**src/rtl/pong_game_ctrl_if.sv**
```systemverilog
//==============================================================================
// Module   : pong_game_ctrl_if
// Brief    : Game-controller bundle: start/ball/paddle inputs, score/state outputs.
// Revision : 1.0 - initial release
//==============================================================================
`default_nettype none

interface pong_game_ctrl_if;
  logic       i_Start;
  logic [5:0] i_Ball_X;
  logic [5:0] i_Ball_Y;
  logic [5:0] i_Paddle_Y_P1;
  logic [5:0] i_Paddle_Y_P2;
  logic       o_Game_Active;
  logic [3:0] o_P1_Score;
  logic [3:0] o_P2_Score;
  logic       o_Point_P1;
  logic       o_Point_P2;
  logic       o_Hit;
  logic [1:0] o_Winner;

  modport master (
    output i_Start, i_Ball_X, i_Ball_Y, i_Paddle_Y_P1, i_Paddle_Y_P2,
    input  o_Game_Active, o_P1_Score, o_P2_Score, o_Point_P1, o_Point_P2,
           o_Hit, o_Winner
  );

  modport slave (
    input  i_Start, i_Ball_X, i_Ball_Y, i_Paddle_Y_P1, i_Paddle_Y_P2,
    output o_Game_Active, o_P1_Score, o_P2_Score, o_Point_P1, o_Point_P2,
           o_Hit, o_Winner
  );
endinterface

`default_nettype wire

```
**src/rtl/pong_game_ctrl.sv**
```systemverilog
//==============================================================================
// Module   : pong_game_ctrl
// Brief    : Pong game sequencer: paddle hit/miss, scoring, serve and game over.
//            Optional macro PONG_AUTO_SERVE_EN adds a timed SERVE_WAIT phase.
// Revision : 1.0 - initial release
//==============================================================================
`default_nettype none

module pong_game_ctrl #(
  parameter int c_GAME_WIDTH    = 40,
  parameter int c_GAME_HEIGHT   = 30,
  parameter int c_PADDLE_HEIGHT = 6,
  parameter int c_SCORE_LIMIT   = 9,
  parameter int c_SERVE_DELAY   = 25000000
) (
  input  wire logic       i_Clk,
  input  wire logic       i_Rst,
  pong_game_ctrl_if.slave bus
);

  generate
    if (c_SCORE_LIMIT < 1 || c_SCORE_LIMIT > 15 || c_GAME_WIDTH < 2 ||
        c_GAME_WIDTH > 64 || c_GAME_HEIGHT < 1 || c_GAME_HEIGHT > 64 ||
        c_PADDLE_HEIGHT < 1 || c_SERVE_DELAY < 1) begin : g_bad_params
      $error("pong_game_ctrl: parameter out of range");
    end
  endgenerate

  localparam logic [5:0] c_RIGHT_COL = 6'(c_GAME_WIDTH - 1);
  localparam logic [3:0] c_LIMIT     = 4'(c_SCORE_LIMIT);
  localparam logic [6:0] c_PAD_SPAN  = 7'(c_PADDLE_HEIGHT - 1);

  typedef enum logic [2:0] {
    ST_IDLE       = 3'd0,
    ST_RUNNING    = 3'd1,
    ST_POINT      = 3'd2,
`ifdef PONG_AUTO_SERVE_EN
    ST_SERVE_WAIT = 3'd4,
`endif
    ST_GAME_OVER  = 3'd3
  } state_t;

  state_t     r_state, w_state_next;
  logic       r_start_prev;
  logic [5:0] r_ball_x_prev, w_ball_x_prev_next;
  logic [5:0] r_ball_y_prev, w_ball_y_prev_next;
  logic       r_game_active;
  logic [3:0] r_p1_score, w_p1_score_next;
  logic [3:0] r_p2_score, w_p2_score_next;
  logic       r_point_p1, w_point_p1_next;
  logic       r_point_p2, w_point_p2_next;
  logic       r_hit, w_hit_next;
  logic [1:0] r_winner, w_winner_next;
`ifdef PONG_AUTO_SERVE_EN
  localparam logic [31:0] c_SERVE_LAST = 32'(c_SERVE_DELAY - 1);
  logic [31:0] r_serve_cnt, w_serve_cnt_next;
`endif

  logic       w_start_evt;
  logic       w_move_evt;
  logic       w_in_p1;
  logic       w_in_p2;
  logic [6:0] w_ball_y7;
  logic [6:0] w_p1_top, w_p2_top;

  assign w_start_evt = bus.i_Start && !r_start_prev;
  assign w_move_evt  = (bus.i_Ball_X != r_ball_x_prev) || (bus.i_Ball_Y != r_ball_y_prev);

  // 7-bit compare keeps a paddle hanging past the bottom row from wrapping.
  assign w_ball_y7 = {1'b0, bus.i_Ball_Y};
  assign w_p1_top  = {1'b0, bus.i_Paddle_Y_P1};
  assign w_p2_top  = {1'b0, bus.i_Paddle_Y_P2};
  assign w_in_p1   = (w_ball_y7 >= w_p1_top) && (w_ball_y7 <= w_p1_top + c_PAD_SPAN);
  assign w_in_p2   = (w_ball_y7 >= w_p2_top) && (w_ball_y7 <= w_p2_top + c_PAD_SPAN);

  always_comb begin
    w_state_next       = r_state;
    w_ball_x_prev_next = r_ball_x_prev;
    w_ball_y_prev_next = r_ball_y_prev;
    w_p1_score_next    = r_p1_score;
    w_p2_score_next    = r_p2_score;
    w_point_p1_next    = 1'b0;
    w_point_p2_next    = 1'b0;
    w_hit_next         = 1'b0;
    w_winner_next      = r_winner;
`ifdef PONG_AUTO_SERVE_EN
    w_serve_cnt_next   = '0;
`endif
    case (r_state)
      ST_IDLE: begin
        if (w_start_evt) begin
          w_state_next       = ST_RUNNING;
          w_ball_x_prev_next = bus.i_Ball_X;
          w_ball_y_prev_next = bus.i_Ball_Y;
        end
      end
      ST_RUNNING: begin
        if (w_move_evt) begin
          w_ball_x_prev_next = bus.i_Ball_X;
          w_ball_y_prev_next = bus.i_Ball_Y;
          if (bus.i_Ball_X == 6'd0) begin
            if (w_in_p1) begin
              w_hit_next = 1'b1;
            end else begin
              w_p2_score_next = r_p2_score + 4'd1;
              w_point_p2_next = 1'b1;
              w_state_next    = ST_POINT;
            end
          end else if (bus.i_Ball_X == c_RIGHT_COL) begin
            if (w_in_p2) begin
              w_hit_next = 1'b1;
            end else begin
              w_p1_score_next = r_p1_score + 4'd1;
              w_point_p1_next = 1'b1;
              w_state_next    = ST_POINT;
            end
          end
        end
      end
      ST_POINT: begin
        if (r_p1_score == c_LIMIT) begin
          w_winner_next = 2'd1;
          w_state_next  = ST_GAME_OVER;
        end else if (r_p2_score == c_LIMIT) begin
          w_winner_next = 2'd2;
          w_state_next  = ST_GAME_OVER;
        end else begin
`ifdef PONG_AUTO_SERVE_EN
          w_state_next = ST_SERVE_WAIT;
`else
          w_state_next = ST_IDLE;
`endif
        end
      end
`ifdef PONG_AUTO_SERVE_EN
      ST_SERVE_WAIT: begin
        if (w_start_evt || (r_serve_cnt == c_SERVE_LAST)) begin
          w_state_next       = ST_RUNNING;
          w_ball_x_prev_next = bus.i_Ball_X;
          w_ball_y_prev_next = bus.i_Ball_Y;
        end else begin
          w_serve_cnt_next = r_serve_cnt + 32'd1;
        end
      end
`endif
      ST_GAME_OVER: begin
        if (w_start_evt) begin
          w_p1_score_next = 4'd0;
          w_p2_score_next = 4'd0;
          w_winner_next   = 2'd0;
          w_state_next    = ST_IDLE;
        end
      end
      default: w_state_next = ST_IDLE;
    endcase
  end

  always_ff @(posedge i_Clk) begin
    if (i_Rst) begin
      r_state       <= ST_IDLE;
      r_start_prev  <= 1'b1;
      r_ball_x_prev <= 6'd0;
      r_ball_y_prev <= 6'd0;
      r_game_active <= 1'b0;
      r_p1_score    <= 4'd0;
      r_p2_score    <= 4'd0;
      r_point_p1    <= 1'b0;
      r_point_p2    <= 1'b0;
      r_hit         <= 1'b0;
      r_winner      <= 2'd0;
`ifdef PONG_AUTO_SERVE_EN
      r_serve_cnt   <= 32'd0;
`endif
    end else begin
      r_state       <= w_state_next;
      r_start_prev  <= bus.i_Start;
      r_ball_x_prev <= w_ball_x_prev_next;
      r_ball_y_prev <= w_ball_y_prev_next;
      r_game_active <= (w_state_next == ST_RUNNING);
      r_p1_score    <= w_p1_score_next;
      r_p2_score    <= w_p2_score_next;
      r_point_p1    <= w_point_p1_next;
      r_point_p2    <= w_point_p2_next;
      r_hit         <= w_hit_next;
      r_winner      <= w_winner_next;
`ifdef PONG_AUTO_SERVE_EN
      r_serve_cnt   <= w_serve_cnt_next;
`endif
    end
  end

  assign bus.o_Game_Active = r_game_active;
  assign bus.o_P1_Score    = r_p1_score;
  assign bus.o_P2_Score    = r_p2_score;
  assign bus.o_Point_P1    = r_point_p1;
  assign bus.o_Point_P2    = r_point_p2;
  assign bus.o_Hit         = r_hit;
  assign bus.o_Winner      = r_winner;

endmodule

`default_nettype wire
```
**src/flat_wrapper.sv**
```systemverilog
// flat-port wrapper written by rule: the top's interface ports become plain ports
module pong_game_ctrl_flat 
#(
  parameter int c_GAME_WIDTH    = 40,
  parameter int c_GAME_HEIGHT   = 30,
  parameter int c_PADDLE_HEIGHT = 6,
  parameter int c_SCORE_LIMIT   = 9,
  parameter int c_SERVE_DELAY   = 25000000
)
  (i_Clk, i_Rst, bus_i_Start, bus_i_Ball_X, bus_i_Ball_Y, bus_i_Paddle_Y_P1, bus_i_Paddle_Y_P2, bus_o_Game_Active, bus_o_P1_Score, bus_o_P2_Score, bus_o_Point_P1, bus_o_Point_P2, bus_o_Hit, bus_o_Winner);
  pong_game_ctrl_if bus_i ();
  input  wire logic i_Clk;
  input  wire logic i_Rst;
  input wire logic [$bits(bus_i.i_Start)-1:0] bus_i_Start;
  input wire logic [$bits(bus_i.i_Ball_X)-1:0] bus_i_Ball_X;
  input wire logic [$bits(bus_i.i_Ball_Y)-1:0] bus_i_Ball_Y;
  input wire logic [$bits(bus_i.i_Paddle_Y_P1)-1:0] bus_i_Paddle_Y_P1;
  input wire logic [$bits(bus_i.i_Paddle_Y_P2)-1:0] bus_i_Paddle_Y_P2;
  output wire logic [$bits(bus_i.o_Game_Active)-1:0] bus_o_Game_Active;
  output wire logic [$bits(bus_i.o_P1_Score)-1:0] bus_o_P1_Score;
  output wire logic [$bits(bus_i.o_P2_Score)-1:0] bus_o_P2_Score;
  output wire logic [$bits(bus_i.o_Point_P1)-1:0] bus_o_Point_P1;
  output wire logic [$bits(bus_i.o_Point_P2)-1:0] bus_o_Point_P2;
  output wire logic [$bits(bus_i.o_Hit)-1:0] bus_o_Hit;
  output wire logic [$bits(bus_i.o_Winner)-1:0] bus_o_Winner;
  assign bus_i.i_Start = bus_i_Start;
  assign bus_i.i_Ball_X = bus_i_Ball_X;
  assign bus_i.i_Ball_Y = bus_i_Ball_Y;
  assign bus_i.i_Paddle_Y_P1 = bus_i_Paddle_Y_P1;
  assign bus_i.i_Paddle_Y_P2 = bus_i_Paddle_Y_P2;
  assign bus_o_Game_Active = bus_i.o_Game_Active;
  assign bus_o_P1_Score = bus_i.o_P1_Score;
  assign bus_o_P2_Score = bus_i.o_P2_Score;
  assign bus_o_Point_P1 = bus_i.o_Point_P1;
  assign bus_o_Point_P2 = bus_i.o_Point_P2;
  assign bus_o_Hit = bus_i.o_Hit;
  assign bus_o_Winner = bus_i.o_Winner;
  pong_game_ctrl #(.c_GAME_WIDTH(c_GAME_WIDTH), .c_GAME_HEIGHT(c_GAME_HEIGHT), .c_PADDLE_HEIGHT(c_PADDLE_HEIGHT), .c_SCORE_LIMIT(c_SCORE_LIMIT), .c_SERVE_DELAY(c_SERVE_DELAY)) u_core (.i_Clk(i_Clk), .i_Rst(i_Rst), .bus(bus_i));
endmodule
```
**config.mk**
```make
export PLATFORM = sky130hd
export DESIGN_NAME = pong_game_ctrl_flat
export DESIGN_NICKNAME = d
export VERILOG_FILES = /design/src/rtl/pong_game_ctrl_if.sv /design/src/rtl/pong_game_ctrl.sv /design/src/flat_wrapper.sv
export SDC_FILE = /design/constraint.sdc
export NUM_CORES = 1
export LEC_CHECK = 0
export BUFFER_PORTS_ARGS = -buffer_cell sky130_fd_sc_hd__buf_2
export CORE_ASPECT_RATIO = 0.5
export CORE_MARGIN = 5
export CORE_UTILIZATION = 55
export CTS_BUF_LIST = sky130_fd_sc_hd__clkbuf_4 sky130_fd_sc_hd__clkbuf_8
export DETAILED_ROUTE_END_ITERATION = 8
export HOLD_SLACK_MARGIN = 0.02
export MAX_ROUTING_LAYER = met4
export PLACE_DENSITY = 0.79
export SLEW_MARGIN = 40
export SYNTH_ARGS = -nofsm -noshare
export SYNTH_HDL_FRONTEND = slang
export SYNTH_SLANG_ARGS = --single-unit
export TNS_END_PERCENT = 10
```
**constraint.sdc**
```tcl
create_clock -name i_Clk -period 3.4 [get_ports i_Clk]
set_clock_uncertainty 0.15 [all_clocks]
set_input_delay 0.68 -clock i_Clk [delete_from_list [all_inputs] [get_ports i_Clk]]
set_output_delay 0.68 -clock i_Clk [all_outputs]
set_load 0.02 [all_outputs]
```
== Word-level counts from Yosys, hierarchy flattened ==
Index checks and enable logic that the tools add are counted.

* Word-level logic and storage cells: 94
* Output and inout port bits: 14
* Bits in registers: 30
* Bits of input ports: 27

* Bitwise operators: 4
* Add/sub/neg operators: 4
* $lt $le $gt $ge: 4
* Equal/unequal tests: 18
* Muxes and demuxes: 36
* Reductions and logical operators: 17

{| class="wikitable"
|+ Operator list
! cell !! count
|-
| $mux 4 || 8
|-
| $mux 3 || 8
|-
| $mux 6 || 4
|-
| $pmux 6 s2 || 2
|-
| $pmux 4 s2 || 2
|-
| $add 6x3->7 const B || 2
|-
| $le 6x7->1 || 2
|-
| $ge 6x6->1 || 2
|-
| $ne 6x6->1 || 2
|-
| $pmux 3 s4 || 1
|-
| $ne 2x1->1 const B || 5
|-
| $add 4x1->4 const B || 2
|-
| $eq 4x4->1 const B || 2
|-
| $mux 2 || 4
|-
| $eq 3x1->1 const B || 2
|-
| $eq 3x2->1 const B || 2
|-
| $eq 6x6->1 const B || 1
|-
| $logic_not 6->1 || 1
|-
| $mux 1 || 6
|-
| $ne 2x2->1 const B || 3
|-
| $reduce_and 3->1 || 2
|-
| $reduce_and 6->1 || 1
|-
| $reduce_bool 2->1 || 3
|-
| $reduce_and 5->1 || 1
|-
| other kinds (10) || 15
|}

== Depth between registers and ports, before layout ==
Gate-level depths: netlist (run 1).

* Depth after elaboration: 9
* Gate-level depth with buffers: 10

== Worst setup path before layout (run 1) ==
Ideal clock, no wire load.

* Path kind: input-to-reg
* Start point: input bus_i_Paddle_Y_P2[0]
* End point: register u_core.r_state[0]
* Slack: 483 ps
* Stages: 10
* Library setup time: 114 ps
* Data required time: 3136 ps
* Arrival time: 2652 ps
* Path through: ha_1 o21ai_0 xnor2_1 ha_1 a21o_1 a21o_1 o211ai_1 and2_1 o21ai_0 a2111oi_0

* Longest elaborated chain between the ends: 8
* Elaborated cells on any way between the ends: 9
* Classes of those cells: 1 x add/sub; 2 x order compare; 5 x mux; 1 x reduce/logical

{| class="wikitable"
|+ RTL lines
! what !! line !! source
|-
| from (decl) || flat_wrapper.sv:18 || <nowiki>input wire logic [$bits(bus_i.i_Paddle_Y_P2)-1:0] bus_i_Paddle_Y_P2;</nowiki>
|-
| $add 6x3->7 || pong_game_ctrl.sv:74 || <nowiki>assign w_in_p2 = (w_ball_y7 >= w_p2_top) && (w_ball_y7 <= w_p2_top + c_PAD_SPAN);</nowiki>
|-
| $le 6x7->1 || pong_game_ctrl.sv:74 ||
|-
| $logic_and 1x1->1 * || pong_game_ctrl.sv:74 ||
|-
| $mux 3 * || pong_game_ctrl.sv:110 || <nowiki>if (w_in_p2) begin</nowiki>
|-
| $mux 3 * || pong_game_ctrl.sv:109 || <nowiki>end else if (bus.i_Ball_X == c_RIGHT_COL) begin</nowiki>
|-
| $mux 3 * || pong_game_ctrl.sv:101 || <nowiki>if (bus.i_Ball_X == 6'd0) begin</nowiki>
|-
| $mux 3 * || pong_game_ctrl.sv:98 || <nowiki>if (w_move_evt) begin</nowiki>
|-
| $pmux 3 s4 * || pong_game_ctrl.sv:89 || <nowiki>case (r_state)</nowiki>
|-
| to (signal assigned) || pong_game_ctrl.sv:175 || <nowiki>r_state <= w_state_next;</nowiki>
|-
| to (decl) || pong_game_ctrl.sv:43 || <nowiki>state_t r_state, w_state_next;</nowiki>
|}

Every way passes the cells marked *; elsewhere a longest branch is shown, timed or not.
A chain may end at the register's enable or synchronous reset.

== Final worst setup path (run 1) ==
Same ends and word-level chain as after synthesis.

==> impl_metrics.json, run 1 <==
{
  "crit_start": "bus_i_Paddle_Y_P2[0]",
  "die_y_um": 54.7,
  "clk_path_buf_depth": 2,
  "finalHoldViolations": 0,
  "max-cap-violations": 0,
  "clk_pin_slew_ns": 0.06,
  "postCtsSetupRepairBufs": 0,
  "finalSetupViolCount": 0,
  "timing.final.crit_period_ns": 3.05,
  "finalWirelength_um": 4840,
  "whs_ns": 0.326,
  "tns_ns": 0,
  "antenna_found_initial": 0,
  "synth_area_leaders": "dfxtp_1, ha_1, xnor2_1, mux2i_1, nor2_1",
  "final_net_count": 359,
  "period_share": 0.898,
  "endpoint": "u_core.r_state[0]$_SDFF_PP0_",
  "synth_warnings": 0,
  "area_growth_pct": 16.7,
  "crit_path_max_fanout": 4,
  "outcome": "finished, final reports clean",
  "min_path_type": "reg -> reg",
  "path_class": "in -> reg",
  "r2r_cells": 6,
  "overflow": 0,
  "synth_seq_area_share": 0.274,
  "cp.depth": 11,
  "core-area_um2": 3880,
  "cts_tree": "yes",
  "vias_per_cell": 5.56,
  "synthAdderAreaFrac": 0.171,
  "synth_top_family_by_area": "simple AND/OR/NAND/NOR gates",
  "ctsRootBufferMaster": "clkbuf_8",
  "yosys-mux-area-fraction": 0.0746,
  "post-dp-hpwl_um": 3900,
  "rr_endpoint": "u_core.bus.o_P2_Score[1]$_SDFFE_PP0P_",
  "synth_area_per_cell_um2": 8.54,
  "ff2ff_setup_slack_ns": 1.26,
  "dieWidth_um": 99.4,
  "antenna_left": 0,
  "grt_pass1_wl_um": 7960,
  "nFillCells": 335,
  "synth_edf_count": 0,
  "synth_flop_cell": "dfxtp_1",
  "critical_path.top_delay_family": "compound AO/OA/AOI/OAI gates",
  "syn_inst": 257,
  "synthDominantCellAreaShare": 0.274,
  "antenna_cells": 0,
  "portBuffers": 40,
  "rsz0062_at_grt": "no",
  "arrival_ns": 3.07,
  "vias": 1985,
  "final_max_slew_viol_count": 0,
  "insertion_delay_ns": 0.28,
  "cts_sinks": 30,
  "grt_max_degree": 24,
  "synth_top_area_cell": "dfxtp_1",
  "powerDensity_nw_per_um2": 324,
  "cp_num_buf_inv": 1,
  "peakVddDrop_mv": 0.307,
  "dieArea_um2": 5430,
  "cp_data_required_time_ns": 3.42,
  "cts_made_buffers": 5,
  "drt_iter0_markers": 82,
  "grt_usage": 0.191,
  "row_count": 16,
  "slowest_delay_ns": 0.38,
  "leakagePower_nw": 1.23,
  "io_pins": 41,
  "worstPathCellList": "buf_2 -> ha_1 -> o21ai_0 -> xnor2_1 -> ha_1 -> a21o_1 -> a21o_1 -> o211ai_1 -> and2_1 -> o21ai_0 -> a2111oi_1",
  "tightest_slew_ns": 0.620,
  "post_synth_num_cell_types": 43,
  "htree_levels": 2,
  "grt_pass1_vias": 1843,
  "avgRoutedWirePerCell_um": 13.6,
  "max_clock_freq_ghz": 0.328,
  "worstReg2RegStart": "u_core.r_state[1]$_SDFF_PP0_",
  "synth_simple_gate_area_share": 0.185,
  "syn-num-nets": 314,
  "worstSetupEndpointType": "flip-flop",
  "start_kind": "primary input",
  "drc": 0,
  "synth_compound_area_frac": 0.165,
  "cts_hold_buf": 0,
  "ys_ff_latch": 30,
  "relSlewSlack": 0.587,
  "drive_gt1_frac": 0.188,
  "slowest_stage": "a2111oi_1",
  "synth_xor_xnor_area_share": 0.0917,
  "synthTopCellsByCount": "dfxtp_1, ha_1, nor2_1, xnor2_1, inv_1",
  "first_pass_iters": 4,
  "netlist_area_um2": 2200,
  "async_flop_share": 0,
  "initial_core_util": 0.565,
  "gp_congestion": 0.837
}
sequential cells by signal (all words and copies together), names as in the netlist:
name / flops
u_core.r_ball_x_prev: 6
u_core.r_ball_y_prev: 6
u_core.bus.o_P1_Score: 4
u_core.bus.o_P2_Score: 4
u_core.r_state: 3
u_core.bus.o_Winner: 2
u_core.bus.o_Game_Active: 1
u_core.bus.o_Hit: 1
u_core.bus.o_Point_P1: 1
u_core.bus.o_Point_P2: 1
u_core.r_start_prev: 1
routing by layer:
layer / track usage / vias up / wire [um]
li1: - / 1010 / -
met1: 0.212 / 917 / 2190
met2: 0.347 / 47 / 2300
met3: 0.0483 / 11 / 258
met4: 0.0658 / 0 / 90
met5: - / - / 0
cell families (layout without fill, tap and decap cells):
logic type | count (synthesis) | after routing
buf+inv | 22 | 68
simple gates | 84 | 84
flops | 30 | 30
other cells | 1 | 1
compound gates | 51 | 51
mux | 16 | 16
xor+xnor | 23 | 23
fa+ha+maj | 30 | 30
placed cells by master (no fill, tap or decap), types with 3 or more instances in the layout:
master / n
mux2i_1: 13
clkbuf_8: 6
buf_2: 40
ha_1: 30
buf_4: 3
nor3_1: 5
nand3b_1: 3
inv_1: 17
nand2_1: 15
nand3_1: 12
nand4_1: 4
nor2b_1: 4
a21o_1: 7
a21oi_1: 11
a31oi_1: 3
a211oi_1: 4
xnor2_1: 21
mux2_2: 3
o21ai_0: 9
nor2_1: 29
dfxtp_1: 30
worst min-delay path by stage:
stage,start,to,slack [ns],cells past startpoint
2_1_floorplan,u_core.r_state[2]$_SDFF_PP0_,u_core.r_state[0]$_SDFF_PP0_,0.27,1
3_3_place_gp,u_core.r_state[2]$_SDFF_PP0_,u_core.r_state[0]$_SDFF_PP0_,0.30,1
3_5_place_dp,u_core.bus.o_Winner[1]$_SDFFE_PP0P_,u_core.bus.o_Winner[1]$_SDFFE_PP0P_,0.31,2
4_1_cts,u_core.bus.o_Winner[1]$_SDFFE_PP0P_,u_core.bus.o_Winner[1]$_SDFFE_PP0P_,0.33,2
5_1_grt,u_core.bus.o_Winner[1]$_SDFFE_PP0P_,u_core.bus.o_Winner[1]$_SDFFE_PP0P_,0.34,2
6_report,u_core.bus.o_Winner[1]$_SDFFE_PP0P_,u_core.bus.o_Winner[1]$_SDFFE_PP0P_,0.33,2
tightest hold or removal path: stages (launching register included):
cell	delay, ns
dfxtp_1	0.31
nand3_1	0.06
a21oi_1	0.06
power by group:
| part | internal (mW) | total, mW | switching (mW) | leakage (nW) |
|---|---|---|---|---|
| sequential | 0.358 | 0.362 | 0.00426 | 0.243 |
| combinational | 0.0769 | 0.171 | 0.0945 | 0.940 |
| clock | 0.171 | 0.297 | 0.127 | 0.0517 |
| total | 0.605 | 0.831 | 0.225 | 1.23 |
stage by stage:
stage | std cells | cell area [um^2] | setup slack (ns) | power [mW] | util
finish | 357 | 2560 | 0.347 | 0.831 | 0.660
CTS | 357 | 2560 | 0.361 | 0.837 | 0.659
global route | 357 | 2560 | 0.0126 | 0.874 | 0.660
global placement | 349 | 2470 | 0.184 | 0.531 | 0.635
detailed placement | 349 | 2470 | 0.0861 | 0.540 | 0.635
floorplan | 257 | 2200 | 0.483 | 0.481 | -
timing repair:
item                                   4_1_cts  5_1_grt
endpoints found under the hold margin        0        0
gates resized for setup                      0        1
setup endpoints to repair                    0        1
layout make-up:
class,count,area [um^2],share of cell area
repair buffers,43,223,0.0869
inverters,17,63.8,0.0249
clock inverters,1,5.00,0.00195
clock buffers,7,90.1,0.0352
multi-input cells,205,1510,0.590
well taps,54,67.6,0.0264
flip-flops and latches,30,601,0.234
Power figures use the tool's default switching activity.
==> inputs of run 2 (changes only) <==
Settings changed: CORE_MARGIN 5 to unset.
==> run 2 against run 1 <==
  * Count of clock-buffer cells in the layout decreased by 1
  * Sequential share of layout area rose by 0.11 points
  * Total power is 0.70% higher
  * Routed wire length increased by 1.3%
  * Sequential power about the same
  * Critical path depth stayed put
  * First-iteration DRC count increased by 74%
  * Clock power grew 2%
  * Combinational power about the same
  * Via count down 1.6%
  * Core utilization grew 4.4 points
  * Critical endpoint is now u_core.bus.o_P1_Score[1]$_SDFFE_PP0P_
  * Largest power group unchanged
  * Highest routed layer unchanged
==> impl_metrics.json, run 2 (synthesis gave the netlist of run 1 again) <==
{
  "ctsRootBufferMaster": "clkbuf_8",
  "gp_congestion": 0.918,
  "worstPathCellList": "buf_2 -> ha_1 -> o21ai_0 -> xnor2_1 -> ha_1 -> nand3_1 -> o32a_1 -> o211ai_1 -> a211oi_1 -> mux2_2 -> nor2_1",
  "cp_data_required_time_ns": 3.48,
  "mostFrequentLayoutCell": "buf_2",
  "path_class": "in -> reg",
  "finalHoldViolations": 0,
  "antenna_left": 0,
  "max_clock_freq_ghz": 0.314,
  "clk_pin_slew_ns": 0.07,
  "htree_levels": 2,
  "cts_hold_buf": 0,
  "period_share": 0.935,
  "cts_resized": 0,
  "post-dp-hpwl_um": 3800,
  "rsz0062_at_grt": "no",
  "slowest_delay_ns": 0.62,
  "layout_common_cells": "buf_2, ha_1, dfxtp_1",
  "avgRoutedWirePerCell_um": 13.9,
  "postCtsSetupRepairBufs": 0,
  "dieWidth_um": 91.4,
  "cp_num_buf_inv": 1,
  "tightest_slew_ns": 0.653,
  "first_pass_iters": 4,
  "reg.largest.list": "u_core.r_ball_x_prev x6, u_core.r_ball_y_prev x6",
  "drt_iter0_markers": 143,
  "timing.final.crit_period_ns": 3.18,
  "grt_max_degree": 24,
  "worstSetupEndpointType": "flip-flop",
  "crit_path_max_fanout": 4,
  "clk_path_buf_depth": 2,
  "vias_per_cell": 5.54,
  "drive_gt1_frac": 0.185,
  "vias": 1954,
  "critPathMostFrequentCell": "ha_1",
  "overflow": 0,
  "placed_cells": 345,
  "start_kind": "primary input",
  "min_path_type": "reg -> reg",
  "fin_cells": 353,
  "grt_pass1_vias": 1778,
  "leakagePower_nw": 1.22,
  "io_pins": 41,
  "whs_ns": 0.310,
  "dieArea_um2": 4260,
  "nFillCells": 305,
  "finalWirelength_um": 4900,
  "multi_input_area_um2": 1510,
  "p_total_mw": 0.837,
  "cts_sinks": 30,
  "core-area_um2": 3620,
  "drc": 0,
  "relSlewSlack": 0.562,
  "antenna_found_initial": 0,
  "arrival_ns": 3.26,
  "worst_slack_ns": 0.220,
  "grt_pass1_wl_um": 8060,
  "finalSetupViolCount": 0,
  "portBuffers": 40,
  "antenna_cells": 0,
  "final_max_slew_viol_count": 0,
  "area_growth_pct": 16.1,
  "row_count": 15,
  "critical_path.top_delay_family": "compound AO/OA/AOI/OAI gates",
  "powerDensity_nw_per_um2": 328,
  "insertion_delay_ns": 0.28,
  "final_net_count": 358,
  "peakVddDrop_mv": 0.211,
  "cts_made_buffers": 5,
  "slowest_stage": "a211oi_1",
  "seqCellArea_um2": 601,
  "outcome": "finished, final reports clean",
  "pre_cts_ws_ns": -0.00568,
  "grt_usage": 0.259,
  "die_y_um": 46.7,
  "cts_tree": "yes",
  "initial_core_util": 0.606,
  "max-cap-violations": 0
}
## run 2: changes by cell type in the layout (fill, tap and decap cells not counted)
cell / delta
clkbuf_4: -1
buf_4: -1
a2111oi_1: -1
clkinvlp_4: +1
a2111oi_0: +1
## run 2: final cells by class
cell class / instances / area share
Sequential cell: 30 / 0.236
Multi-Input combinational cell: 205 / 0.593
Tap cell: 51 / 0.0250
Timing Repair Buffer: 42 / 0.0844
Inverter: 17 / 0.0250
Clock inverter: 2 / 0.00491
Clock buffer: 6 / 0.0324
## run 2: metrics by stage
step	instance area (um^2)	TNS [ns]	util
floorplan	2200	0	-
global placement	2450	0	0.678
CTS	2550	0	0.704
finish	2550	0	0.704
global route	2550	0	0.704
detailed placement	2450	-0.00889	0.678
## run 2: layer usage
layer  global-route usage  part of all wire  vias to the layer above
li1                     -                 -                      998
met1                0.326              0.51                      904
met2                0.429              0.44                       45
met3               0.0495             0.041                        7
met4               0.0857             0.011                        0
met5                    -                 0                        -
## run 2: path summary, 6_finish.rpt
| path | startpoint | endpoint | slack (ns) | depth (start not counted) |
|---|---|---|---|---|
| max | bus_i_Paddle_Y_P2[0] | u_core.bus.o_P1_Score[1]$_SDFFE_PP0P_ | 0.22 | 11 |
| min | u_core.r_state[2]$_SDFF_PP0_ | u_core.r_state[0]$_SDFF_PP0_ | 0.31 | 1 |
| max reg2reg | u_core.r_ball_y_prev[1]$_SDFFE_PP0P_ | u_core.r_ball_x_prev[4]$_SDFFE_PP0P_ | 1.14 | 7 |
| min reg2reg | u_core.r_state[2]$_SDFF_PP0_ | u_core.r_state[0]$_SDFF_PP0_ | 0.31 | 1 |
## run 2: power by group
group	switching (mW)	internal, mW	total (mW)
sequential	0.00400	0.358	0.362
combinational	0.0953	0.0767	0.172
clock	0.141	0.162	0.303
==> inputs of run 3 (changes only) <==
Settings changed: CELL_PAD_IN_SITES_DETAIL_PLACEMENT set to 2, CELL_PAD_IN_SITES_GLOBAL_PLACEMENT set to 2, CORE_UTILIZATION 55 to 33, CTS_BUF_LIST sky130_fd_sc_hd__clkbuf_4 sky130_fd_sc_hd__clkbuf_8 to unset, PLACE_DENSITY 0.79 to unset, PLACE_DENSITY_LB_ADDON set to 0.1.
Clock period 3.4 ns to 3.38 ns, I/O delays scaled along.
==> run 3 against run 2 <==
  * Design area is 5.2% higher
  * Clock power is 60% higher
  * Critical path depth stayed put
  * Critical endpoint is now u_core.bus.o_P1_Score[0]$_SDFFE_PP0P_
  * Largest cell class unchanged
  * Highest routed layer unchanged
==> impl_metrics.json, run 3 (synthesis gave the netlist of run 1 again) <==
{
  "final_max_slew_viol_count": 0,
  "core-area_um2": 6230,
  "r2r_cells": 6,
  "grt_pass1_vias": 2163,
  "timing.final.crit_period_ns": 3.25,
  "leakagePower_nw": 1.27,
  "reg.largest.list": "u_core.r_ball_x_prev x6, u_core.r_ball_y_prev x6",
  "gp_congestion": 0.748,
  "vias": 2023,
  "ctsRootBufferMaster": "clkbuf_16",
  "grt_pass1_wl_um": 10700,
  "cts_tree": "yes",
  "critPathMostFrequentCell": "ha_1",
  "final_net_count": 360,
  "period_share": 0.963,
  "cts_sinks": 30,
  "clk_pin_slew_ns": 0.05,
  "arrival_ns": 3.31,
  "start_kind": "primary input",
  "slowest_delay_ns": 0.59,
  "antenna_left": 0,
  "crit_path_max_fanout": 4,
  "worstPathCellList": "buf_2 -> ha_1 -> o21ai_0 -> xnor2_1 -> ha_1 -> nand3_1 -> o32a_1 -> o211ai_1 -> a211oi_1 -> mux2_2 -> nor2_1",
  "post-dp-hpwl_um": 5280,
  "first_pass_iters": 4,
  "finalWirelength_um": 6480,
  "nFillCells": 721,
  "finalSetupViolCount": 0,
  "area_growth_pct": 22.2,
  "slowest_stage": "a211oi_1",
  "dieWidth_um": 117,
  "htree_levels": 2,
  "finalHoldViolations": 0,
  "outcome": "finished, final reports clean",
  "drt_iter0_markers": 44,
  "multi_input_area_um2": 1510,
  "min_path_type": "reg -> reg",
  "rsz0062_at_grt": "yes",
  "portBuffers": 40,
  "avgRoutedWirePerCell_um": 16.5,
  "whs_ns": 0.318,
  "dieArea_um2": 7000,
  "cp_data_required_time_ns": 3.43,
  "layout_common_cells": "buf_2, ha_1, dfxtp_1",
  "peakVddDrop_mv": 0.200,
  "drc": 0,
  "max_clock_freq_ghz": 0.307,
  "cts_made_buffers": 5,
  "cts_resized": 0,
  "grt_max_degree": 24,
  "seqCellArea_um2": 601,
  "die_y_um": 59.7,
  "worstSetupEndpointType": "flip-flop",
  "grt_usage": 0.204,
  "worstHoldPathCells": 2,
  "mostFrequentLayoutCell": "buf_2",
  "antenna_found_initial": 0,
  "row_count": 20,
  "clk_path_buf_depth": 2,
  "max-cap-violations": 0,
  "relSlewSlack": 0.595,
  "initial_core_util": 0.352,
  "p_total_mw": 1.04,
  "overflow": 0,
  "insertion_delay_ns": 0.27,
  "antenna_cells": 0,
  "tightest_slew_ns": 0.603,
  "vias_per_cell": 5.16,
  "powerDensity_nw_per_um2": 386,
  "path_class": "in -> reg",
  "drive_gt1_frac": 0.191,
  "io_pins": 41
}
## run 3: changes by cell type in the layout (fill, tap and decap cells not counted), sizes merged
| cell | delta |
|---|---|
| buf | +2 |
| clkbuf | +2 |
| clkinv | -1 |
| clkinvlp | -1 |
## run 3: per-layer routing
| layer | global-route usage | wire, um | share of wire |
|---|---|---|---|
| met2 | 0.371 | 3100 | 0.48 |
| met3 | 0.0353 | 164 | 0.025 |
| met4 | 0.0334 | 27 | 0.0042 |
| met1 | 0.246 | 3190 | 0.49 |
| met5 | - | 0 | 0 |
## run 3: final cells by class
type | instances | area share
well taps | 88 | 0.0410
flip-flops and latches | 30 | 0.224
inverters | 17 | 0.0238
multi-input cells | 205 | 0.563
repair buffers | 44 | 0.0858
clock buffers | 8 | 0.0620
## run 3: final timing paths
check                                                          from                               endpoint  slack, ns
worst min register to register  u_core.bus.o_Winner[1]$_SDFFE_PP0P_    u_core.bus.o_Winner[1]$_SDFFE_PP0P_       0.32
worst max-delay path                           bus_i_Paddle_Y_P2[0]  u_core.bus.o_P1_Score[0]$_SDFFE_PP0P_       0.13
worst min-delay path            u_core.bus.o_Winner[1]$_SDFFE_PP0P_    u_core.bus.o_Winner[1]$_SDFFE_PP0P_       0.32
worst max register to register         u_core.r_state[1]$_SDFF_PP0_  u_core.bus.o_P2_Score[1]$_SDFFE_PP0P_       1.17
## run 3: stage by stage
step	cell area, um^2	setup TNS, ns	instances	setup WS [ns]	util
floorplan	2200	0	257	0.467	-
global placement	2520	0	384	0.0744	0.404
detailed placement	2520	-0.514	384	-0.211	0.404
CTS	2680	0	392	0.0627	0.431
global route	2680	-0.380	392	-0.150	0.431
finish	2680	0	392	0.126	0.431
## run 3: worst max-delay path, delay by kind of cell
family	cells	cell delay (ns)
muxes	1	0.41
AOI/OAI and AO/OA	4	1.20
adders and majority gates	2	0.51
xor gates and xnor gates	1	0.16
and+or+nand+nor	2	0.23
buffers and inverters	1	0.12
## run 3: timing repair
| action | CTS | global route |
|---|---|---|
| setup endpoints to repair | 0 | 3 |
| hold buffers | 0 | 0 |
| buffers inserted | 0 | 0 |
## run 3: power breakdown
group          switching [mW]  internal, mW  leakage [nW]  total (mW)
logic                   0.106        0.0787         0.944       0.185
clock network           0.153         0.333        0.0832       0.486
registers             0.00452         0.360         0.243       0.365
